**config.mk**
```make
export PLATFORM = sky130hd
export DESIGN_NAME = fetch_unit_flat
export DESIGN_NICKNAME = d
export VERILOG_FILES = /design/src/rtl/fetch_unit_if.sv /design/src/rtl/fetch_unit.sv /design/src/flat_wrapper.sv
export SDC_FILE = /design/constraint.sdc
export NUM_CORES = 1
export LEC_CHECK = 0
export BUFFER_PORTS_ARGS = -buffer_cell sky130_fd_sc_hd__buf_2
export CAP_MARGIN = 20
export CORE_AREA = 2 2 118 131
export CTS_BUF_LIST = sky130_fd_sc_hd__clkbuf_16
export CTS_CLUSTER_DIAMETER = 120
export DETAILED_ROUTE_END_ITERATION = 7
export DIE_AREA = 0 0 120 133
export PLACE_DENSITY = 0.77
export SYNTH_ARGS = -nofsm -noshare
export SYNTH_HDL_FRONTEND = slang
export SYNTH_SLANG_ARGS = --single-unit
```
**constraint.sdc**
```tcl
create_clock -name clk -period 3.6 [get_ports clk]
set_input_delay 1.08 -clock clk [delete_from_list [all_inputs] [get_ports clk]]
set_output_delay 1.08 -clock clk [all_outputs]
set_load 0.05 [all_outputs]
```
**src/rtl/fetch_unit_if.sv**
```systemverilog
// Bundle between the fetch stage, instruction memory and the decode/execute side.
// "master" is the fetch unit; "slave" is the environment (memory + datapath).
interface fetch_unit_if #(
    parameter int CNT_W = 32
);
    logic             imem_req;
    logic [31:0]      imem_addr;
    logic [31:0]      imem_rdata;
    logic             imem_ready;
    logic             instr_valid;
    logic [31:0]      Instr;
    logic [5:0]       Opcode;
    logic [5:0]       Funct;
    logic [31:0]      PC;
    logic [31:0]      PCPlus4;
    logic             exec_done;
    logic             PCSrc;
    logic             Jump;
    logic [31:0]      SignImm;
    logic [CNT_W-1:0] retired_count;

    modport master (
        output imem_req, imem_addr, instr_valid, Instr, Opcode, Funct,
               PC, PCPlus4, retired_count,
        input  imem_rdata, imem_ready, exec_done, PCSrc, Jump, SignImm
    );

    modport slave (
        input  imem_req, imem_addr, instr_valid, Instr, Opcode, Funct,
               PC, PCPlus4, retired_count,
        output imem_rdata, imem_ready, exec_done, PCSrc, Jump, SignImm
    );
endinterface

```
**src/rtl/fetch_unit.sv**
```systemverilog
// Instruction-fetch stage: owns the PC, fetches over req/ready, holds the
// instruction for decode and picks the next PC from the branch/jump controls.
module fetch_unit #(
    parameter logic [31:0] RESET_PC = 32'h0000_0000,
    parameter int          CNT_W    = 32
) (
    input  logic         clk,
    input  logic         rst,
    fetch_unit_if.master fu
);
    typedef enum logic [1:0] {
        IDLE = 2'd0,
        REQ  = 2'd1,
        HOLD = 2'd2
    } state_t;

    state_t           r_state;
    state_t           w_state_next;
    logic [31:0]      r_pc;
    logic [31:0]      r_instr;
    logic [CNT_W-1:0] r_count;

    logic             w_latch;
    logic             w_retire;
    logic             w_req;
    logic             w_valid;
    logic [31:0]      w_pc_plus4;
    logic [31:0]      w_branch_off;
    logic [31:0]      w_next_pc;

    assign w_pc_plus4   = r_pc + 32'd4;
    // Shifting in 32 bits drops SignImm[31:30], matching the wrap-around rule.
    assign w_branch_off = fu.SignImm << 2;

    always_comb begin
        w_next_pc = w_pc_plus4;
        if (fu.Jump) begin
            w_next_pc = {w_pc_plus4[31:28], r_instr[25:0], 2'b00};
        end else if (fu.PCSrc) begin
            w_next_pc = w_pc_plus4 + w_branch_off;
        end
    end

    always_comb begin
        w_state_next = r_state;
        w_latch      = 1'b0;
        w_retire     = 1'b0;
        w_req        = 1'b0;
        w_valid      = 1'b0;
        case (r_state)
            IDLE: begin
                w_state_next = REQ;
            end
            REQ: begin
                w_req = 1'b1;
                if (fu.imem_ready) begin
                    w_latch      = 1'b1;
                    w_state_next = HOLD;
                end
            end
            HOLD: begin
                w_valid = 1'b1;
                if (fu.exec_done) begin
                    w_retire     = 1'b1;
                    w_state_next = REQ;
                end
            end
            default: begin
                w_state_next = IDLE;
            end
        endcase
    end

    always_ff @(posedge clk) begin
        if (rst) begin
            r_state <= IDLE;
            r_pc    <= RESET_PC;
            r_instr <= 32'd0;
            r_count <= '0;
        end else begin
            r_state <= w_state_next;
            if (w_latch) begin
                r_instr <= fu.imem_rdata;
            end
            if (w_retire) begin
                r_pc    <= w_next_pc;
                r_count <= r_count + CNT_W'(1);
            end
        end
    end

    assign fu.imem_req      = w_req;
    assign fu.imem_addr     = r_pc;
    assign fu.instr_valid   = w_valid;
    assign fu.Instr         = r_instr;
    assign fu.Opcode        = r_instr[31:26];
    assign fu.Funct         = r_instr[5:0];
    assign fu.PC            = r_pc;
    assign fu.PCPlus4       = w_pc_plus4;
    assign fu.retired_count = r_count;
endmodule

```
**src/flat_wrapper.sv**
```systemverilog
// flat-port wrapper written by rule: the top's interface ports become plain ports
module fetch_unit_flat 
#(
    parameter logic [31:0] RESET_PC = 32'h0000_0000,
    parameter int          CNT_W    = 32
)
  (clk, rst, fu_imem_req, fu_imem_addr, fu_instr_valid, fu_Instr, fu_Opcode, fu_Funct, fu_PC, fu_PCPlus4, fu_retired_count, fu_imem_rdata, fu_imem_ready, fu_exec_done, fu_PCSrc, fu_Jump, fu_SignImm);
  fetch_unit_if #(.CNT_W(CNT_W)) fu_i ();
  input  logic clk;
  input  logic rst;
  output wire logic [$bits(fu_i.imem_req)-1:0] fu_imem_req;
  output wire logic [$bits(fu_i.imem_addr)-1:0] fu_imem_addr;
  output wire logic [$bits(fu_i.instr_valid)-1:0] fu_instr_valid;
  output wire logic [$bits(fu_i.Instr)-1:0] fu_Instr;
  output wire logic [$bits(fu_i.Opcode)-1:0] fu_Opcode;
  output wire logic [$bits(fu_i.Funct)-1:0] fu_Funct;
  output wire logic [$bits(fu_i.PC)-1:0] fu_PC;
  output wire logic [$bits(fu_i.PCPlus4)-1:0] fu_PCPlus4;
  output wire logic [$bits(fu_i.retired_count)-1:0] fu_retired_count;
  input wire logic [$bits(fu_i.imem_rdata)-1:0] fu_imem_rdata;
  input wire logic [$bits(fu_i.imem_ready)-1:0] fu_imem_ready;
  input wire logic [$bits(fu_i.exec_done)-1:0] fu_exec_done;
  input wire logic [$bits(fu_i.PCSrc)-1:0] fu_PCSrc;
  input wire logic [$bits(fu_i.Jump)-1:0] fu_Jump;
  input wire logic [$bits(fu_i.SignImm)-1:0] fu_SignImm;
  assign fu_imem_req = fu_i.imem_req;
  assign fu_imem_addr = fu_i.imem_addr;
  assign fu_instr_valid = fu_i.instr_valid;
  assign fu_Instr = fu_i.Instr;
  assign fu_Opcode = fu_i.Opcode;
  assign fu_Funct = fu_i.Funct;
  assign fu_PC = fu_i.PC;
  assign fu_PCPlus4 = fu_i.PCPlus4;
  assign fu_retired_count = fu_i.retired_count;
  assign fu_i.imem_rdata = fu_imem_rdata;
  assign fu_i.imem_ready = fu_imem_ready;
  assign fu_i.exec_done = fu_exec_done;
  assign fu_i.PCSrc = fu_PCSrc;
  assign fu_i.Jump = fu_Jump;
  assign fu_i.SignImm = fu_SignImm;
  fetch_unit #(.RESET_PC(RESET_PC), .CNT_W(CNT_W)) u_core (.clk(clk), .rst(rst), .fu(fu_i));
endmodule
```
Word level (Yosys, flattened, before mapping):

Index checks and enable logic that the tools add are counted.

* register bits: 98
* bits in latches: 0
* memory bits (writable): 0
* bits in read-only memories: 0
* bits of input ports: 70
* output and inout port bits: 174
* logic and storage cells: 24
* memories kept: 0

* add/subtract/negate cells: 3
* $mul: 0
* divide/modulo/power cells: 0
* magnitude comparators: 0
* eq/ne operators: 4
* shift-type cells: 0
* multiplexer cells: 11
* bitwise operators: 0
* reductions and logical operators: 2

Operator list (number)
* $mux 32: 2
* $add 32x1->32 const B: 1
* $add 32x3->32 const B: 1
* $add 32x32->32: 1
* $mux 1: 6
* $pmux 2 s3: 1
* $mux 2: 2
* $ne 2x2->1 const B: 2
* $eq 2x1->1 const B: 1
* $eq 2x2->1 const B: 1
* $logic_not 2->1: 1
* $reduce_and 2->1: 1

Logic depth before layout (Yosys ltp):

* word-level depth: 4
* gate-level depth with buffers: 17
* depth with buffers taken out: 16

Worst setup path before layout:

No wires, ideal clock.

* kind: register to register
* start point: register u_core.r_pc[7] (netlist: u_core.fu.PC[7])
* end point: register u_core.r_pc[31] (netlist: u_core.fu.PC[31])
* setup time: 0.117 ns
* data arrival time: 4.762 ns
* data required time: 3.483 ns
* slack: -1.279 ns
* stages on the path, launching flop included: 16
* buffers on the path: 0
* clock period less this slack: 4.879 ns
* cells stage by stage: dfxtp_1 nand4_1 nor3_1 nand2_1 nor2_1 xor2_1 ha_1 a21o_1 a21oi_1 o211ai_1 a221o_1 o211ai_2 a21oi_2 or3_1 a31o_1 a32o_1

* word-level cells in the longest chain between the ends: 4

Ends and longest elaborated chain
* start: declaration: RTL line fetch_unit.sv:19 `logic [31:0] r_pc;`
* start signal: assignment: RTL line fetch_unit.sv:86 `r_pc <= w_next_pc;`
* $add 32x3->32: RTL line fetch_unit.sv:31 `assign w_pc_plus4 = r_pc + 32'd4;`
* named net fu_PCPlus4[17]: RTL line flat_wrapper.sv:18 `output wire logic [$bits(fu_i.PCPlus4)-1:0] fu_PCPlus4;`
* $add 32x32->32: RTL line fetch_unit.sv:40 `w_next_pc = w_pc_plus4 + w_branch_off;`
* $mux 32: RTL line fetch_unit.sv:39 `end else if (fu.PCSrc) begin`
* $mux 32: RTL line fetch_unit.sv:37 `if (fu.Jump) begin`

The timed path passes the listed nets, and every way through them passes these cells.
A chain may end at the register's enable or synchronous reset.

Worst setup path after layout:

* start point: register u_core.r_pc[8] (netlist: u_core.fu.PC[8])
* end point: register u_core.r_pc[31] (netlist: u_core.fu.PC[31])

* word-level cells in the longest chain between the ends: 4

Ends and longest elaborated chain (RTL line)
* $add 32x3->32 *: fetch_unit.sv:31
* $add 32x32->32: fetch_unit.sv:40
* $mux 32: fetch_unit.sv:39
* $mux 32 *: fetch_unit.sv:37

Every way passes the cells marked *; elsewhere a longest branch is shown, timed or not.

==> results.cfg <==
[status]
outcome = finished, violations left
violations = setup timing

[synth]
synth_area_leaders = dfxtp_1, nand2_1, ha_1
synth-edff-count = 0
synthesis.area_um2 = 6600
netlist_instances = 857
async_reset_ff_frac = 0
ys_ff_latch = 96
yosysWarnings = 0
synth_seq_area_share = 0.291
synth_largest_area_cell = dfxtp_1
synth_top_area_share = 0.291
syn_area_per_cell_um2 = 7.70
synthFlopType = dfxtp_1
yosysUniqueCellTypes = 75

[floorplan]
dieHeight_um = 133
die-area_um2 = 16000
coreArea_um2 = 14800
initial_core_util = 0.447
die_w_um = 120
row_count = 47
io_pins = 244

[place]
port_buffers = 235
hpwl_um = 16100
place.gp.congestion = 0.923
dp_slack_ns = -0.120

[global_routing]
grt_pass1_wl_um = 32200
grt_pass1_vias = 6365
track_usage = 0.250
grt_max_degree = 49
top_usage_layer = met2
gr-usage-met3 = 0.0422
grtUsageMet2 = 0.407
grt_remaining_overflow = 0
use_met1 = 0.335
grt_antenna_before_repair = 2

[setup_path]
cp.arrival_ns = 3.86
path_cells = nand4_1 -> nor3_4 -> buf_4 -> nand3_1 -> xnor2_2 -> ha_1 -> nand2_1 -> o211ai_1 -> a221o_1 -> o211ai_2 -> a21oi_2 -> or3_4 -> a31o_1 -> a32o_1
crit_type = flop to flop
critPathMaxFanout = 6
cpLargestDelayFamily = compound AO/OA/AOI/OAI gates
path_buf_inv = 1
r2r_slack_ns = -0.02
cp_slowest_cell = a221o_1
end_kind = flop
worstPathRequired_ns = 3.83
cpPeakStageDelay_ns = 0.38
critPathLaunchType = flop

[clock_tree]
hold_buffers = 0
h-tree-depth = 3
cts_tree = yes
clk_path_buf_depth = 2
root_buffer = clkbuf_16
clock_latency_ns = 0.34
cts_buffers = 9
clock_sinks = 96
clk_pin_slew_ns = 0.07

[sta]
final_hold_viol_count = 0
holdWs_ns = 0.467
setup_viol = 1
period_share = 1.01
finalSetupTns_ns = -0.0237
fmax_ghz = 0.276
setup_ws_ns = -0.0237
finClkSkew_ns = 0.00813
tightest_slew_ns = 0.920
final_max_slew_viol_count = 0
rsz0062_at_grt = yes
slew_headroom = 0.384
finalCriticalPeriod_ns = 3.62

[detailed_routing]
wl_per_cell_um = 16.1
routed_wl_um = 20900
vias = 7047
postRouteAntennaNets = 0
initialDrtViolationCount = 487
drc = 0
first_pass_iters = 7
avgViaCountPerCell = 5.45

[min_path]
hold_path.class = flop to flop

[finish]
diodes = 0
layout.nets = 1201
drive_above_1_share = 0.384
area_delta_synth_final_pct = 36.6

[power]
cellPowerDensity_nw_per_um2 = 300
p_leak_nw = 4.33
ir_worst_vdd_uv = 228

[job]
max_cap_violations = 0
worst reg2reg max path: stages (launching register included):
cell,delay [ns]
dfxtp_4,0.34
nand4_1,0.23
nor3_4,0.24
buf_4,0.17
nand3_1,0.12
xnor2_2,0.32
ha_1,0.36
nand2_1,0.09
o211ai_1,0.13
a221o_1,0.38
o211ai_2,0.22
a21oi_2,0.09
or3_4,0.37
a31o_1,0.21
a32o_1,0.24
layer usage:
| layer | vias to the layer above | part of all wire |
|---|---|---|
| met3 | 34 | 0.071 |
| met2 | 273 | 0.48 |
| met5 | - | 0.0013 |
| li1 | 3454 | - |
| met4 | 4 | 0.022 |
| met1 | 3282 | 0.43 |
cell type report:
cell class,instances,area [um^2]
clock buffer,10,250
clock inverter,6,90.1
timing repair buffer,305,1700
sequential,96,1980
tap,196,245
multi-input combinational,668,4690
fill,1349,5750
inverter,13,48.8
report_power, final:
group	internal (W)	switching [W]	total (W)
Combinational	0.000172	0.000369	0.000541
Clock	0.000652	0.000412	0.00106
Sequential	0.00108	0.0000249	0.00110
Total	0.00190	0.000806	0.00271
flip-flops by register name, summed over array words and instances (netlist names):
name	flops
u_core.fu.retired_count	32
u_core.fu.Instr	32
u_core.r_state	2
u_core.fu.PC	30
worst paths after layout:
path | to | startpoint | depth (start not counted)
setup reg to reg | u_core.fu.PC[31] | u_core.fu.PC[8] | 14
hold reg to reg | u_core.fu.Instr[29] | u_core.fu.Instr[29] | 2
setup / recovery | u_core.fu.PC[31] | u_core.fu.PC[8] | 14
hold / removal | u_core.fu.Instr[29] | u_core.fu.Instr[29] | 2
cells by family after synthesis:
| family | Yosys count | synth area share |
|---|---|---|
| other cells | 1 | 0.000568 |
| buf+inv | 98 | 0.0863 |
| flops | 96 | 0.291 |
| fa+ha+maj | 38 | 0.0732 |
| xor+xnor | 71 | 0.0942 |
| compound gates | 213 | 0.210 |
| simple gates | 334 | 0.236 |
| mux | 6 | 0.00929 |
stage by stage:
step	util	power [W]	instances	area, um^2
after floorplan	-	0.00150	862	7050
after CTS	0.595	0.00270	1288	8790
after global placement	0.571	0.00164	1271	8430
after detailed placement	0.571	0.00164	1271	8430
final	0.611	0.00271	1294	9010
after global routing	0.611	0.00280	1294	9010
layout by cell type (no fill, tap or decap), drive strengths merged, types with 15 or more instances in the layout:
cell | Yosys | layout
buf | 54 | 305
nand2 | 146 | 146
dfxtp | 96 | 96
a21oi | 86 | 86
nor2 | 71 | 71
o21ai | 38 | 38
xnor2 | 38 | 38
ha | 37 | 37
xor2 | 33 | 33
nand3 | 30 | 30
nand4 | 17 | 17
and3 | 15 | 15
a21o | 15 | 15
synthesized netlist by cell type, drive strengths merged (3+ instances only):
master    n
nand4    17
or3       8
nor2     71
a21o     15
clkbuf   31
nor3      7
inv      12
mux2i     5
dfxtp    96
xnor2    38
and4      8
xor2     33
o221ai    4
and2      9
a32o      3
and3     15
nand3b    3
o211ai   13
ha       37
o21ai    38
a21oi    86
nand2   146
buf      54
a211oi   12
o21bai    7
nand2b   10
nand3    30
a31oi     6
what timing repair did:
item	in CTS	in global routing
setup endpoints to repair	3	14
buffers inserted	1	6
resized for setup	3	29
pin swaps	1	18
gates cloned	0	0
No activity file was read; power rests on OpenSTA's default activity.
